File: src/rtl/mem_arb_pkg.sv
// Shared types for the unified-memory port arbiter.
// Holds FSM state, owner encoding, arbitration modes and the access bundle.
package mem_arb_pkg;

    typedef enum logic [1:0] {
        IDLE,
        WAIT,
        ACCESS,
        RESP
    } state_t;

    typedef enum logic {
        OWN_IF,
        OWN_D
    } owner_t;

    localparam logic ARB_RR    = 1'b0;
    localparam logic ARB_FIXED = 1'b1;

    // Everything latched at the granting edge.
    typedef struct packed {
        owner_t      owner;
        logic        we;
        logic        err;
        logic [29:0] idx;
        logic [31:0] wdata;
    } acc_t;

    // Misaligned or beyond the end of memory.
    function automatic logic addr_err(
        input logic [31:0] addr,
        input int unsigned depth
    );
        return (addr[1:0] != 2'b00) ||
               ({2'b00, addr[31:2]} >= depth);
    endfunction

endpackage

File: src/rtl/arb2.sv
// Two-requester arbiter, bit 0 = fetch, bit 1 = data.
// Ports: i_req[1:0], i_last_owner, i_mode (0 rr, 1 fixed) -> o_gnt one-hot.
module arb2
    import mem_arb_pkg::*;
(
    input  logic [1:0] i_req,
    input  owner_t     i_last_owner,
    input  logic       i_mode,
    output logic [1:0] o_gnt
);

    logic w_tie_to_d;

    // On a tie, fixed mode always favours data; round-robin
    // hands the port to whoever did not have it last.
    assign w_tie_to_d = (i_mode == ARB_FIXED) ||
                        (i_last_owner == OWN_IF);

    always_comb begin
        o_gnt = 2'b00;
        unique case (1'b1)
            (i_req == 2'b01): o_gnt = 2'b01;
            (i_req == 2'b10): o_gnt = 2'b10;
            (i_req == 2'b11): o_gnt = w_tie_to_d ? 2'b10 : 2'b01;
            default:          o_gnt = 2'b00;
        endcase
    end

endmodule

File: src/rtl/mem_port_arbiter.sv
// Shares one single-port memory between instruction fetch and load/store.
// Ports: i_clk, i_rst_n (sync, active low); fetch i_if_*/o_if_*;
//        data i_d_*/o_d_*; memory o_mem_we/o_mem_a/o_mem_wd, i_mem_rd.
module mem_port_arbiter
    import mem_arb_pkg::*;
#(
    parameter int DEPTH       = 128,
    parameter int WAIT_STATES = 0,
    parameter int ARB_MODE    = 0
) (
    input  logic        i_clk,
    input  logic        i_rst_n,
    input  logic        i_if_req,
    input  logic [31:0] i_if_addr,
    output logic        o_if_gnt,
    output logic        o_if_rvalid,
    output logic [31:0] o_if_rdata,
    output logic        o_if_err,
    input  logic        i_d_req,
    input  logic        i_d_we,
    input  logic [31:0] i_d_addr,
    input  logic [31:0] i_d_wdata,
    output logic        o_d_gnt,
    output logic        o_d_rvalid,
    output logic [31:0] o_d_rdata,
    output logic        o_d_err,
    output logic        o_mem_we,
    output logic [31:0] o_mem_a,
    output logic [31:0] o_mem_wd,
    input  logic [31:0] i_mem_rd
);

    localparam logic [3:0] CNT_INIT =
        (WAIT_STATES > 0) ? 4'(WAIT_STATES - 1) : 4'd0;
    localparam state_t ST_GNT =
        (WAIT_STATES > 0) ? WAIT : ACCESS;
    localparam logic MODE = (ARB_MODE != 0);

    state_t      r_state;
    state_t      w_next;
    owner_t      r_last_owner;
    acc_t        r_acc;
    acc_t        w_acc;
    logic [3:0]  r_cnt;
    logic [31:0] r_rdata;
    logic        r_rerr;
    logic        w_arb_ok;
    logic        w_grant;
    logic [1:0]  w_req;
    logic [1:0]  w_gnt;

    // Grants only happen from IDLE or RESP and never during reset.
    assign w_arb_ok = i_rst_n &&
                      ((r_state == IDLE) || (r_state == RESP));
    assign w_req    = {i_d_req, i_if_req} & {2{w_arb_ok}};

    arb2 u_arb2 (
        .i_req        (w_req),
        .i_last_owner (r_last_owner),
        .i_mode       (MODE),
        .o_gnt        (w_gnt)
    );

    assign w_grant  = |w_gnt;
    assign o_if_gnt = w_gnt[0];
    assign o_d_gnt  = w_gnt[1];

    // Bundle for whichever port is granted this cycle.
    always_comb begin
        w_acc = '0;
        if (w_gnt[1]) begin
            w_acc.owner = OWN_D;
            w_acc.we    = i_d_we;
            w_acc.idx   = i_d_addr[31:2];
            w_acc.wdata = i_d_wdata;
            w_acc.err   = addr_err(i_d_addr, DEPTH);
        end else begin
            w_acc.owner = OWN_IF;
            w_acc.we    = 1'b0;
            w_acc.idx   = i_if_addr[31:2];
            w_acc.wdata = '0;
            w_acc.err   = addr_err(i_if_addr, DEPTH);
        end
    end

    always_ff @(posedge i_clk) begin
        if (!i_rst_n) begin
            r_state <= IDLE;
        end else begin
            r_state <= w_next;
        end
    end

    always_ff @(posedge i_clk) begin
        if (!i_rst_n) begin
            r_last_owner <= OWN_D;
            r_acc        <= '0;
            r_cnt        <= '0;
            r_rdata      <= '0;
            r_rerr       <= 1'b0;
        end else begin
            if (w_grant) begin
                r_acc        <= w_acc;
                r_last_owner <= w_acc.owner;
                r_cnt        <= CNT_INIT;
            end else if (r_state == WAIT) begin
                r_cnt <= r_cnt - 4'd1;
            end
            // Stores and faults return zero data.
            if (r_state == ACCESS) begin
                r_rdata <= (r_acc.err || r_acc.we) ? '0 : i_mem_rd;
                r_rerr  <= r_acc.err;
            end
        end
    end

    always_comb begin
        w_next = r_state;
        case (r_state)
            IDLE:    w_next = w_grant ? ST_GNT : IDLE;
            WAIT:    w_next = (r_cnt == 4'd0) ? ACCESS : WAIT;
            ACCESS:  w_next = RESP;
            RESP:    w_next = w_grant ? ST_GNT : IDLE;
            default: w_next = IDLE;
        endcase
    end

    always_comb begin
        o_mem_we    = 1'b0;
        o_mem_a     = '0;
        o_mem_wd    = '0;
        o_if_rvalid = 1'b0;
        o_if_rdata  = '0;
        o_if_err    = 1'b0;
        o_d_rvalid  = 1'b0;
        o_d_rdata   = '0;
        o_d_err     = 1'b0;
        case (r_state)
            WAIT: begin
                o_mem_a = {2'b00, r_acc.idx};
            end
            ACCESS: begin
                o_mem_a  = {2'b00, r_acc.idx};
                o_mem_wd = r_acc.wdata;
                // rst_n gate kills a write caught by reset mid-access.
                o_mem_we = r_acc.we & ~r_acc.err & i_rst_n;
            end
            RESP: begin
                if (r_acc.owner == OWN_D) begin
                    o_d_rvalid = 1'b1;
                    o_d_rdata  = r_rdata;
                    o_d_err    = r_rerr;
                end else begin
                    o_if_rvalid = 1'b1;
                    o_if_rdata  = r_rdata;
                    o_if_err    = r_rerr;
                end
            end
            default: ;
        endcase
    end

endmodule

File: config.mk
export PLATFORM = sky130hd
export DESIGN_NAME = mem_port_arbiter
export DESIGN_NICKNAME = d
export VERILOG_FILES = /design/src/rtl/mem_arb_pkg.sv /design/src/rtl/arb2.sv /design/src/rtl/mem_port_arbiter.sv
export SDC_FILE = /design/constraint.sdc
export NUM_CORES = 1
export LEC_CHECK = 0
export BUFFER_PORTS_ARGS = -buffer_cell sky130_fd_sc_hd__buf_2
export CORE_MARGIN = 2
export CORE_UTILIZATION = 24
export CTS_BUF_LIST = sky130_fd_sc_hd__clkbuf_4 sky130_fd_sc_hd__clkbuf_8 sky130_fd_sc_hd__clkbuf_16
export DETAILED_ROUTE_END_ITERATION = 10
export MAX_ROUTING_LAYER = met4
export SKIP_CTS_REPAIR_TIMING = 1
export SYNTH_ARGS = -nofsm -noshare
export SYNTH_HDL_FRONTEND = slang
export SYNTH_SLANG_ARGS = --single-unit
File: constraint.sdc
create_clock -name i_clk -period 2.7 [get_ports i_clk]
set_clock_uncertainty 0.2 [all_clocks]
set_input_delay 0.405 -clock i_clk [delete_from_list [all_inputs] [get_ports i_clk]]
set_output_delay 0.405 -clock i_clk [all_outputs]
set_load 0.05 [all_outputs]
==> reports/results.ini, run 1 <==
[status]
status=finished clean

[setup_path]
required_ns=2.10
start_kind=register
critPathMaxFanout=13
worstPathCellList=inv_1 > ha_4 > and2_4 > and3_1 > buf_2
rr_worst_depth=6
arrival_ns=1.83
r2r_slack_ns=0.52
critPathTopFamily=flip-flops
criticalPathCategory=register to output pin
crit_start=r_state[0]
cp_num_cells=5
r2r-end=r_acc[16]
cp_slowest_stage_delay_ns=0.38
worstReg2RegStart=r_state[0]
path_buf_inv=2
slowest_stage=dfxtp_1
end_kind=output pin

[power]
p_sw_mw=2.41
p_total_mw=5.86
seq_power_share=0.364
swShare=0.412
vdd_drop_max_uv=432
leakage_nw=3.51
clkPwrFrac=0.235
power_frac_comb=0.401
internal_power_mw=3.45
p_per_area_nw_per_um2=869

[detailed_routing]
ant_nets=0
routed_wirelength_um=15900
viasPerCell=4.58
drcViolationCount=0
vias=4945
first_pass_iters=6
wire_per_inst_um=14.7
drtIter0Drc=282

[clocking]
clock_sinks=105
clock_latency_ns=0.35
cts_buffer_depth=2
cts-buffers-inserted=9
root_buffer=clkbuf_16
h-tree-depth=3
cts_tree=built
clk_pin_slew_worst_paths_ns=0.07

[layout]
layout-drive-gt1-share=0.373
mostFrequentLayoutCell=buf_2
layout.cells.most_common_list=265 x buf_2, 105 x dfxtp_1, 66 x and2_1
syn2layout_area_growth_pct=39.1
final_nets=946
final_core_util=0.343

[logic_synthesis]
synth_top_area_share=0.434
synth_warnings=0
ys_top_cells_by_area=dfxtp_1 43%, and2_1 8.7%, nor2b_1 8.1%, a22o_1 6.0%, and3_1 4.5%
syn_inst=563
synth.avg_cell_area_um2=8.61
synth_area_um2=4840
synth-seq-cells=105
yosysUniqueCellTypes=39
yosys.area.top_type=dfxtp_1
synth_sequential_area_ratio=0.434

[sta]
rsz0062_at_grt=false
max_slew_margin=0.441
worst_slew_pin_slew_ns=0.838
fmax_ghz=0.410
fin_crit_sh=0.903
setup-tns-final_ns=0
hold_viol=0
min_period_ns=2.44
setup_violations=0
slew_viol_final=0

[global_routing]
antenna_found_initial=1
grt_max_degree=46
grt_pass1_vias=4685
grt_pass1_wl_um=24600
grt_usage=0.148
globalRouteOverflowTotal=0

[floorplan]
dieArea_um2=21300
io_pins=268
start_util=0.246
die_y_um=146
core-area_um2=19700
die_x_um=146
rows=51

[placed_design]
finalWeightedCongestion=0.836
port_buffers=265
dpl.hpwl_um=11600

[min_path]
worstHoldPathCells=2
hold_start=i_d_wdata[3]
hold_path_class=input port to register
whs_endpoint=r_acc[3]

[job]
cap_violations=0

## kinds of logic (layout without fill, tap and decap cells)
logic type               after synthesis  in the layout  share of synthesized area
multiplexers                           1              1                    0.00207
other                                  1              3                   0.000774
XOR/XNOR                               3              3                    0.00542
adder cells (fa/ha/maj)                5              5                     0.0129
flip-flops                           105            105                      0.434
AND/OR/NAND/NOR                      269            269                      0.311
buffers and inverters                 73            322                     0.0666
AO/OA/AOI/OAI                        106            106                      0.167
## cell type report
| type | instances | area, um2 |
|---|---|---|
| fill | 2102 | 12900 |
| multi-input combinational | 386 | 2450 |
| sequential | 105 | 2100 |
| timing repair buffer | 279 | 1440 |
| tap | 265 | 332 |
| clock buffer | 10 | 239 |
| inverter | 27 | 101 |
| clock inverter | 6 | 73.8 |
| antenna | 1 | 2.50 |
## power groups by stage
| stage | sequential (mW) | clock (mW) | combinational, mW |
|---|---|---|---|
| after CTS | 2.13 | 1.44 | 2.36 |
| after detailed placement | 2.15 | 0 | 2.35 |
| final | 2.13 | 1.38 | 2.35 |
| after floorplan | 2.07 | 0 | 1.74 |
| after global placement | 2.15 | 0 | 2.34 |
| after global routing | 2.18 | 1.49 | 2.59 |
## cell usage after synthesis
| cell type | number |
|---|---|
| and2_4 | 1 |
| clkbuf_1 | 26 |
| buf_6 | 3 |
| mux2i_1 | 1 |
| xnor2_1 | 2 |
| nand3_2 | 1 |
| nand2b_1 | 1 |
| and4b_1 | 1 |
| ha_1 | 5 |
| a311oi_1 | 10 |
| o21ai_0 | 2 |
| o21a_1 | 1 |
| a211oi_1 | 1 |
| xor2_1 | 1 |
| buf_2 | 12 |
| nor3b_2 | 1 |
| dfxtp_1 | 105 |
| nor4_1 | 12 |
| inv_1 | 25 |
| buf_1 | 2 |
| a21oi_1 | 34 |
| o21ai_1 | 1 |
| o31ai_1 | 1 |
| a22o_1 | 33 |
| conb_1 | 1 |
| nor3_1 | 2 |
| nand3_1 | 3 |
| nor2b_1 | 63 |
| o21bai_1 | 1 |
| nand2_1 | 26 |
| buf_4 | 3 |
| inv_2 | 2 |
| nor2_1 | 51 |
| and2_1 | 67 |
| and3_1 | 35 |
| nor4b_1 | 3 |
| nand4_1 | 2 |
| a222oi_1 | 20 |
| a2111oi_0 | 2 |
## routing by layer
layer | track usage | wire, um | up-vias
li1 | - | - | 2431
met1 | 0.183 | 7010 | 2259
met2 | 0.241 | 7370 | 244
met3 | 0.0328 | 1290 | 11
met4 | 0.0461 | 178 | 0
met5 | - | 0 | -
## worst reg2reg max path: cells and delay by family (launching register included)
kind | cells | cell delay [ns]
AO/OA/AOI/OAI | 2 | 0.24
flip-flops | 1 | 0.38
AND/OR/NAND/NOR | 1 | 0.60
buffers and inverters | 2 | 0.39
adder cells (fa/ha/maj) | 1 | 0.31
## worst max-delay path by stage
stage	slack, ns	end
after floorplan	0.09	o_if_rdata[22]
after global placement	0.47	r_acc[56]
after detailed placement	0.41	r_acc[60]
after CTS	0.09	o_if_gnt
after global routing	0.13	o_if_rdata[2]
final	0.26	o_if_gnt
## flip-flops by register name, summed over array words and instances (netlist names)
name and flops:
r_acc 65, r_rdata 32, r_last_owner 1, r_rerr 1, r_cnt 4, r_state 2
## through the flow
| stage | instance area (um2) | hold WS, ns | setup slack (ns) | std cells |
|---|---|---|---|---|
| 3_3_place_gp | 6410 | 0.243 | 0.468 | 1062 |
| 6_report | 6740 | 0.0702 | 0.262 | 1079 |
| 2_1_floorplan | 4850 | 0.225 | 0.0929 | 564 |
| 5_1_grt | 6740 | 0.0593 | 0.133 | 1079 |
| 4_1_cts | 6730 | 0.0461 | 0.0874 | 1078 |
| 3_5_place_dp | 6410 | 0.243 | 0.409 | 1062 |
Power figures use the tool's default switching activity.
==> run 2, diff against run 1 <==
- CORE_UTILIZATION: 24 -> 45
- PLACE_DENSITY: unset -> 0.81
==> reports/results.ini, run 2 (same netlist as run 1, synthesis figures left out) <==
[global_routing]
grt_pass1_wl_um=22200  ; -9.8%
grt_pass1_vias=4707  ; +0.47%
grt_usage=0.245  ; +0.0970
globalRouteOverflowTotal=0  ; unchanged
antenna_found_initial=0  ; -1
grt_max_degree=56  ; +22%

[placed_design]
dp_slack_ns=0.379  ; -0.0294 ns
port_buffers=265  ; unchanged
finalWeightedCongestion=0.918  ; +9.8%
dpl_cell_area_um2=6220  ; -3.1%
dp_cells=930  ; -12%
dpl.hpwl_um=10700  ; -7.9%

[detailed_routing]
routed_wirelength_um=14500  ; -8.6%
drtIter0Drc=438  ; +55%
top_layer=met4
wire_per_inst_um=15.3  ; +4.2%
ant_nets=0  ; unchanged
first_pass_iters=9  ; +3
drcViolationCount=0  ; unchanged
viasPerCell=5.30  ; +16%
m1WireLength_um=5770  ; -18%
vias=5011  ; +1.3%
route.met2.wl_um=7350  ; -0.33%
wl_met3_um=1130  ; -13%

[power]
seq_power_share=0.402  ; +0.038
leakage_nw=3.44  ; -2.2%
swShare=0.435  ; +0.0228
internal_power_mw=3.00  ; -13%
vdd_drop_max_uv=518  ; +20%
p_sw_mw=2.30  ; -4.4%
clkPwrFrac=0.169  ; -0.066
p_per_area_nw_per_um2=828  ; -4.7%
power_frac_comb=0.430  ; +0.029
p_total_mw=5.30  ; -9.4%

[layout]
layout.cells.most_common_list=265 x buf_2, 105 x dfxtp_1, 66 x and2_1
design_area_um2=6410  ; -5.0%
largest_register_ffs=65  ; unchanged
reg_top3=r_acc x65, r_rdata x32, r_cnt x4
mostFrequentLayoutCell=buf_2
fin_cells=946  ; -12%
fill_cells=895  ; -57%
diodes=0  ; -1
syn2layout_area_growth_pct=32.2
max_flop_register=r_acc
final_core_util=0.618  ; +0.275
layout-drive-gt1-share=0.369  ; -0.00356
final_nets=943  ; -0.32%

[setup_path]
cp_slowest_stage_delay_ns=0.39  ; about the same
critPathMaxFanout=17  ; +4
criticalPathCategory=register to output pin
worstPathCellList=inv_1 > ha_4 > and2_4 > nand3_2 > inv_2 > buf_2
end_kind=output pin
required_ns=2.10  ; about the same
start_kind=register
arrival_ns=1.91  ; +0.08 ns
slowest_stage=dfxtp_1

[sta]
slew_viol_final=0  ; unchanged
hold_slack_ns=0.0554  ; -0.0148 ns
hold_viol=0  ; unchanged
min_period_ns=2.51  ; +0.0734 ns
max_slew_margin=0.314  ; -0.127
fmax_ghz=0.398  ; -2.9%
fin_ws_ns=0.189  ; -0.0734 ns
setup-tns-final_ns=0  ; unchanged
worst_slew_pin_slew_ns=1.03  ; +0.191 ns
setup_violations=0  ; unchanged
rsz0062_at_grt=false
fin_crit_sh=0.930  ; +0.0272

[clocking]
h-tree-depth=3  ; unchanged
cts_buffer_depth=2  ; unchanged
root_buffer=clkbuf_8
clock_latency_ns=0.36  ; about the same
clock_sinks=105  ; unchanged
clk_pin_slew_worst_paths_ns=0.10  ; +0.03 ns
cts-buffers-inserted=9  ; unchanged
cts_tree=built

[floorplan]
dieArea_um2=11600  ; -46%
die_x_um=108  ; -26%
io_pins=268  ; unchanged
start_util=0.467  ; +0.221
die_y_um=108  ; -26%
rows=37  ; -27%
core-area_um2=10400  ; -47%

[job]
cap_violations=0  ; unchanged

[min_path]
hold_path_class=input port to register

[status]
status=finished clean

==> run 2: cell types whose count changed in the layout (fill, tap and decap cells not counted), moves of 2 or more <==
cell / delta
clkbuf_16: -9
clkinv_2: +2
buf_4: -2
clkbuf_8: +9
==> run 2: final timing paths <==
| path | from | end | slack [ns] | cells after the start |
|---|---|---|---|---|
| min | i_d_wdata[15] | r_acc[15] | 0.06 | 2 |
| max reg2reg | r_state[0] | r_acc[3] | 0.38 | 8 |
| min reg2reg | r_acc[55] | r_acc[55] | 0.28 | 2 |
| max | r_state[0] | o_d_gnt | 0.19 | 6 |
==> run 2: power by group through the flow <==
stage          Clock (mW)  Sequential, mW  Combinational, mW
4_1_cts             0.914            2.12               2.26
3_3_place_gp            0            2.13               2.19
5_1_grt             0.974            2.17               2.49
6_report            0.894            2.13               2.28
3_5_place_dp            0            2.15               2.26
2_1_floorplan           0            2.07               1.74
==> run 2: cell type report <==
class	instances	area, um2	area share
Timing Repair Buffer	276	1410	0.220
Clock inverter	6	42.5	0.00664
Tap cell	136	170	0.0266
Multi-Input combinational cell	386	2440	0.381
Inverter	27	101	0.0158
Clock buffer	10	138	0.0215
Sequential cell	105	2100	0.328
==> run 2: routing by layer <==
metal,GRT usage,up-vias
li1,-,2424
met1,0.294,2306
met2,0.420,260
met3,0.0375,21
met4,0.0806,0
met5,-,-
==> run 2: critical path, delay by kind of cell (launching register included) <==
family | cells | cell delay [ns]
adder cells (fa/ha/maj) | 1 | 0.27
flip-flops | 1 | 0.39
buffers and inverters | 3 | 0.66
AND/OR/NAND/NOR | 2 | 0.22
